[config.mk]
export PLATFORM = sky130hd
export DESIGN_NAME = sumador_serial
export DESIGN_NICKNAME = d
export VERILOG_FILES = /design/src/rtl/sumador_serial.sv
export SDC_FILE = /design/constraint.sdc
export NUM_CORES = 1
export LEC_CHECK = 0
export CAP_MARGIN = 20
export CELL_PAD_IN_SITES_DETAIL_PLACEMENT = 1
export CELL_PAD_IN_SITES_GLOBAL_PLACEMENT = 1
export CORE_ASPECT_RATIO = 1.2
export CORE_UTILIZATION = 42
export CTS_BUF_LIST = sky130_fd_sc_hd__clkbuf_4
export DETAILED_ROUTE_END_ITERATION = 10
export PLACE_DENSITY = 0.92
export SKIP_LAST_GASP = 1
export SLEW_MARGIN = 25
export SYNTH_ARGS = -nofsm -noshare
export SYNTH_HDL_FRONTEND = slang
export SYNTH_SLANG_ARGS = --single-unit
[constraint.sdc]
create_clock -name clk_i -period 3.3 [get_ports clk_i]
set_input_delay 0.825 -clock clk_i [delete_from_list [all_inputs] [get_ports clk_i]]
set_output_delay 0.825 -clock clk_i [all_outputs]
set_load 0.02 [all_outputs]
[src/rtl/sumador_serial.sv]
// sumador_serial: digit-serial adder that adds D bits per clock over N/D cycles with a valid/ready handshake on both sides.
// Define SUMADOR_SAT_EN to saturate sum_o to all ones when the final carry is set.
module sumador_serial #(
  parameter int N = 8,
  parameter int D = 2
) (
  input  logic         clk_i,
  input  logic         rst_n_i,
  input  logic [N-1:0] a_i,
  input  logic [N-1:0] b_i,
  input  logic         cin_i,
  input  logic         valid_i,
  output logic         ready_o,
  output logic [N-1:0] sum_o,
  output logic         cout_o,
  output logic         valid_o,
  input  logic         ready_i
);
  localparam int S  = N / D;
  localparam int KW = S > 1 ? $clog2(S) : 1;
  typedef enum logic [1:0] {IDLE, BUSY, DONE} state_t;
  state_t state, state_nx;
  logic [N-1:0] a_q, b_q, sum_q;
  logic [KW-1:0] k_q;
  logic carry_q, cout_q, last;
  logic [D:0] slice;
  assign last = k_q == KW'(S - 1);
  assign slice = {1'b0, a_q[int'(k_q)*D +: D]} + {1'b0, b_q[int'(k_q)*D +: D]} + (D+1)'(carry_q);
  always_comb begin
    state_nx = state;
    case (state)
      IDLE:    state_nx = valid_i ? BUSY : IDLE;
      BUSY:    state_nx = last ? DONE : BUSY;
      DONE:    state_nx = ready_i ? IDLE : DONE;
      default: state_nx = IDLE;
    endcase
  end
  always_ff @(posedge clk_i or negedge rst_n_i)
    if (!rst_n_i) state <= IDLE;
    else state <= state_nx;
  always_ff @(posedge clk_i or negedge rst_n_i) begin
    if (!rst_n_i) begin
      a_q     <= '0;
      b_q     <= '0;
      sum_q   <= '0;
      k_q     <= '0;
      carry_q <= 1'b0;
      cout_q  <= 1'b0;
    end else if (state == IDLE && valid_i) begin
      a_q     <= a_i;
      b_q     <= b_i;
      carry_q <= cin_i;
      k_q     <= '0;
    end else if (state == BUSY) begin
      sum_q[int'(k_q)*D +: D] <= slice[D-1:0];
      carry_q <= slice[D];
      k_q     <= last ? '0 : k_q + 1'b1;
      if (last) begin
        cout_q <= slice[D];
`ifdef SUMADOR_SAT_EN
        if (slice[D]) sum_q <= '1;
`endif
      end
    end
  end
  assign ready_o = state == IDLE;
  assign valid_o = state == DONE;
  assign sum_o   = sum_q;
  assign cout_o  = cout_q;
endmodule

# After elaboration in Yosys (flattened, before gate mapping)
# Cells that the tools add are included.
[word_totals] out_inout_bits=11 inputBits=21 ff_bits=30
[classes] eq_ne=3 reduce_logical=5 add_sub_neg=4 n_bitwise=1 shift=4 n_mux=10
[op_table] op="negator 3 -> 33 bit" n=1
[op_table] op="variable shift 2 x 33 -> 8 bit, first input constant" n=1
[op_table] op="variable part select 2 x 33 -> 8 bit" n=1
[op_table] op="variable part select 8 x 4 -> 2 bit" n=2
[op_table] op="2-to-1 mux 2 bit" n=5
[op_table] op="bitwise mux 8 bit" n=1
[op_table] op="case mux 2 bit (3 select lines)" n=1
[op_table] op="== test 2 bit, second input constant" n=2
[op_table] op="adder 2 x 2 -> 3 bit" n=1
[op_table] op="adder 3 x 1 -> 3 bit" n=1
[op_table] op="2-to-1 mux 1 bit" n=3
[op_table] op="AND reduction 3 bit" n=1
[op_table] op="adder 2 x 1 -> 2 bit, second input constant" n=1
[op_table] op="== test 2 x 1 -> 1 bit, second input constant" n=1
[op_table] op="zero test 2 bit" n=1
[op_table] op="AND reduction 2 bit" n=1
[op_table] op="nonzero test 2 bit" n=1
[op_table] op="logical AND 1 bit" n=1
[op_table] op="NOT 1 bit" n=1

# Logic depth before layout (Yosys ltp)
[logic_depth] depth_word=5 mapped_depth=7 ltp_nobuf=6

# Worst setup path before layout
# Ideal clock, no wire load.
[synth_timing] path_type="reg2reg" from="register k_q[0]" to="register sum_q[1] (netlist: sum_o[1])" path_stages_with_launch=8 period_less_slack_ps=2502 setup_time_ps=125 required_time_ps=3175 t_arrival_ps=2377 slack_ps=798 cell_sequence="dfrtp_1 -> buf_2 -> mux4_2 -> fa_1 -> fa_1 -> nand2b_1 -> nor2_1 -> mux2_2"
[synth_between] elab_chain_cells=5
[synth_rtl] item="start: declaration" line_no="24" rtl="logic [KW-1:0] k_q;"
[synth_rtl] item="start signal: assignment" line_no="57" rtl="k_q <= last ? '0 : k_q + 1'b1;"
[synth_rtl] item="variable part select 8 x 4 -> 2 bit" line_no="28" rtl="assign slice = {1'b0, a_q[int'(k_q)*D +: D]} + {1'b0, b_q[int'(k_q)*D +: D]} + (D+1)'(carry_q);"
[synth_rtl] item="adder 2 x 2 -> 3 bit" line_no="28"
[synth_rtl] item="adder 3 x 1 -> 3 bit" line_no="28"
[synth_rtl] item="variable part select 2 x 33 -> 8 bit" line_no="55" rtl="sum_q[int'(k_q)*D +: D] <= slice[D-1:0];"
[synth_rtl] item="bitwise mux 8 bit *" line_no="55"
[synth_rtl] item="end signal: indexed assignment" line_no="55"
[synth_rtl] item="end: declaration" line_no="23" rtl="logic [N-1:0] a_q, b_q, sum_q;"
# Mark *: on every way between the ends. The rest lies on a longest branch, timed or not.
# A chain may end at the register's enable or synchronous reset.

# Worst setup path in the final report
# Ends and elaborated chain as after synthesis.

==> impl_metrics.toml <==
[status]
outcome = "complete, no violations"

[global_route]
grtUsageMet1_pct = 20.8
grt_usage_pct = 20.8
grt_pass1_wl_mm = 5.58
grt_max_degree = 31
grt_pass1_vias = 1157
grt_antenna_before_repair = 0
grtUsageMet2_pct = 39.5
met3_usage_pct = 5.83
grt.busiest_layer = "met2"
grt-ovfl-total = 0

[synth]
synth_edf_count = 0
ys_types = 24
synth-warning-count = 0
ys_seq_elements = 30
avgSynthCellArea_um2 = 13.6
synthCells = 108
synth_nets = 137
synth.cell_area_mm2 = 0.00147
ys_seq_area_share_pct = 51.2
synthArstFlopShare_pct = 100
synth_ff_type = "dfrtp_1"

[cts]
clk_latency_ns = 0.32
cts_root_buffer = "clkbuf_4"
h-tree-depth = 2
cts_buffer_depth = 2
postCtsSetupBuffers = 0
tritoncts = "yes"
clock-sinks = 30
cts_hold_buf = 0
clkTransAtPathRegs_ns = 0.09
cts_resized = 0
cts_buffers = 5

[pwr]
pwr-share-seq_pct = 38.5
power_density_mw_per_mm2 = 1010
p_sw_mw = 0.730
p_int_mw = 1.13
switching_share_pct = 39.3
power_frac_comb_pct = 50.0
peakVddDrop_uv = 498
power.share.clock_pct = 11.5
p_leak_nw = 0.788

[route]
routed_wl_mm = 3.24
drt-initial-drc-count = 14
vias_per_cell = 5.46
ant_nets = 0
drt-pass1-iter-count = 4
drc_errors = 0
wire_per_inst_um = 18.0
num_vias = 982

[die]
fp-row-count = 23
dieArea_mm2 = 0.00373
io_pins = 32
initial_utilization_pct = 43.9
die_y_um = 66.7
die_x_um = 55.9
core-area_mm2 = 0.00334

[timing]
tns_ns = 0
clock_skew_ns = 0.00615
slew_headroom_pct = 48.2
slew_violations = 0
finalSetupViolCount = 0
tightestPinTransition_ns = 0.776
fmax_ghz = 0.368
fin_crit_ns = 2.72
hold_viol = 0
fin_crit_sh_pct = 82.4
rsz0062_at_grt = "false"

[setup_path]
crit_buf_inv = 0
cp.arrival_ns = 2.94
worstPathMaxFanout = 14
critPathSlowestCell = "dfrtp_1"
cpMostUsedCell = "fa_1"
max_stage_delay_ns = 0.71
critPathCaptureType = "flip-flop"
cp_top_family = "adder cells"
required_ns = 3.52
cp-start-kind = "flip-flop"
worstSetupPathType = "reg2reg"
path_cells = "mux4_2 -> fa_1 -> fa_1 -> nand2b_1 -> nor2_1 -> mux2_2"

[finish]
nFillCells = 352
finalInstanceArea_mm2 = 0.00184
syn2layout_area_growth_pct = 25.8
layout-drive-gt1-share_pct = 23.8
antennaDiodeCount = 0
nets = 172

[hold_path]
min-delay-path-class = "reg2reg"

[place]
gp_congestion = 0.729
placed_cell_area_mm2 = 0.00179
port_buffers = 31
dp_hpwl_mm = 2.56

[flow_run]
maxCapViolations = 0
## worst register-to-register path: stages (launching register included)
cell,delay (ns)
dfrtp_1,0.71
mux4_2,0.60
fa_1,0.43
fa_1,0.47
nand2b_1,0.11
nor2_1,0.05
mux2_2,0.25
## through the flow
stage | utilization, % | power [mW] | setup slack, ns | hold WS, ns | std cells
final | 55.2 | 1.86 | 0.580 | 0.494 | 180
after global routing | 55.2 | 2.03 | 0.417 | 0.519 | 180
after CTS | 55.2 | 1.89 | 0.560 | 0.495 | 180
after detailed placement | 53.7 | 1.67 | 0.574 | 0.470 | 173
after global placement | 53.7 | 1.57 | 0.663 | 0.463 | 173
after floorplan | - | 1.35 | 0.798 | 0.475 | 108
## sequential cells by signal, summed over array words and instances, names as in the netlist
register / cells
cout_o: 1
b_q: 8
a_q: 8
carry_q: 1
k_q: 2
sum_o: 8
state: 2
## cells in the mapped netlist (2+ instances only)
| library cell | n | share of area (%) |
|---|---|---|
| a21oi_1 | 2 | 0.68 |
| a22o_1 | 2 | 1.2 |
| dfrtp_1 | 30 | 51 |
| fa_1 | 2 | 2.7 |
| ha_1 | 6 | 5.1 |
| inv_1 | 3 | 0.77 |
| mux2_2 | 19 | 15 |
| mux4_2 | 4 | 6.1 |
| nand2_1 | 11 | 2.8 |
| nand2b_1 | 5 | 2.1 |
| nand3b_1 | 3 | 1.5 |
| nor2_1 | 5 | 1.3 |
| o31ai_1 | 4 | 2.0 |
| o41ai_1 | 2 | 1.2 |
## cell type report
class | count | area, µm² | area share, %
clock buffers | 7 | 52.6 | 2.85
inverters | 3 | 11.3 | 0.611
multi-input cells | 71 | 666 | 36.1
flip-flops and latches | 30 | 751 | 40.7
well taps | 37 | 46.3 | 2.51
repair buffers | 32 | 318 | 17.2
## placed cells by master (no fill, tap or decap)
| master | instances |
|---|---|
| clkdlybuf4s50_1 | 31 |
| inv_1 | 3 |
| fa_1 | 2 |
| or2_2 | 1 |
| nand2_1 | 11 |
| nand2b_1 | 5 |
| mux2_2 | 19 |
| a22oi_1 | 1 |
| and2b_1 | 1 |
| dfrtp_1 | 30 |
| o31ai_1 | 4 |
| nand3b_1 | 3 |
| o41ai_1 | 2 |
| nor2_1 | 5 |
| buf_4 | 1 |
| nor3b_4 | 1 |
| mux4_2 | 4 |
| clkbuf_4 | 7 |
| and4bb_2 | 1 |
| a22o_1 | 2 |
| ha_1 | 6 |
| o21ai_0 | 1 |
| a21oi_1 | 2 |
## power groups by stage
| stage | Clock [mW] | Combinational, mW | Sequential (mW) |
|---|---|---|---|
| 4_1_cts | 0.221 | 0.947 | 0.719 |
| 5_1_grt | 0.244 | 1.04 | 0.746 |
| 2_1_floorplan | 0 | 0.675 | 0.679 |
| 6_report | 0.214 | 0.929 | 0.716 |
| 3_5_place_dp | 0 | 0.946 | 0.727 |
| 3_3_place_gp | 0 | 0.875 | 0.700 |
## logic make-up (layout without fill, tap and decap cells)
kind of cell             count (synthesis)  count (layout)  synth area share (%)
buffers and inverters                    7              42                  3.41
multiplexers                            23              23                  20.7
AND/OR/NAND/NOR                         28              28                  10.8
AO/OA/AOI/OAI                           12              12                  5.97
adder cells (fa/ha/maj)                  8               8                  7.85
flip-flops                              30              30                  51.2
## path summary, 6_finish.rpt
kind	start	endpoint	slack, ns	cells past startpoint
max	k_q[0]	sum_o[1]	0.58	6
min in group asynchronous	rst_n_i	sum_o[0]	0.89	2
min reg2reg	sum_o[7]	sum_o[7]	0.49	2
max in group asynchronous	rst_n_i	b_q[0]	2.13	2
min	sum_o[7]	sum_o[7]	0.49	2
max reg2reg	k_q[0]	sum_o[1]	0.58	6
## per-layer routing
| layer | vias to the layer above | part of all wire, % |
|---|---|---|
| li1 | 453 | - |
| met1 | 483 | 36 |
| met2 | 36 | 56 |
| met3 | 10 | 4.6 |
| met4 | 0 | 2.7 |
| met5 | - | 0 |
Power figures use the tool's default switching activity.
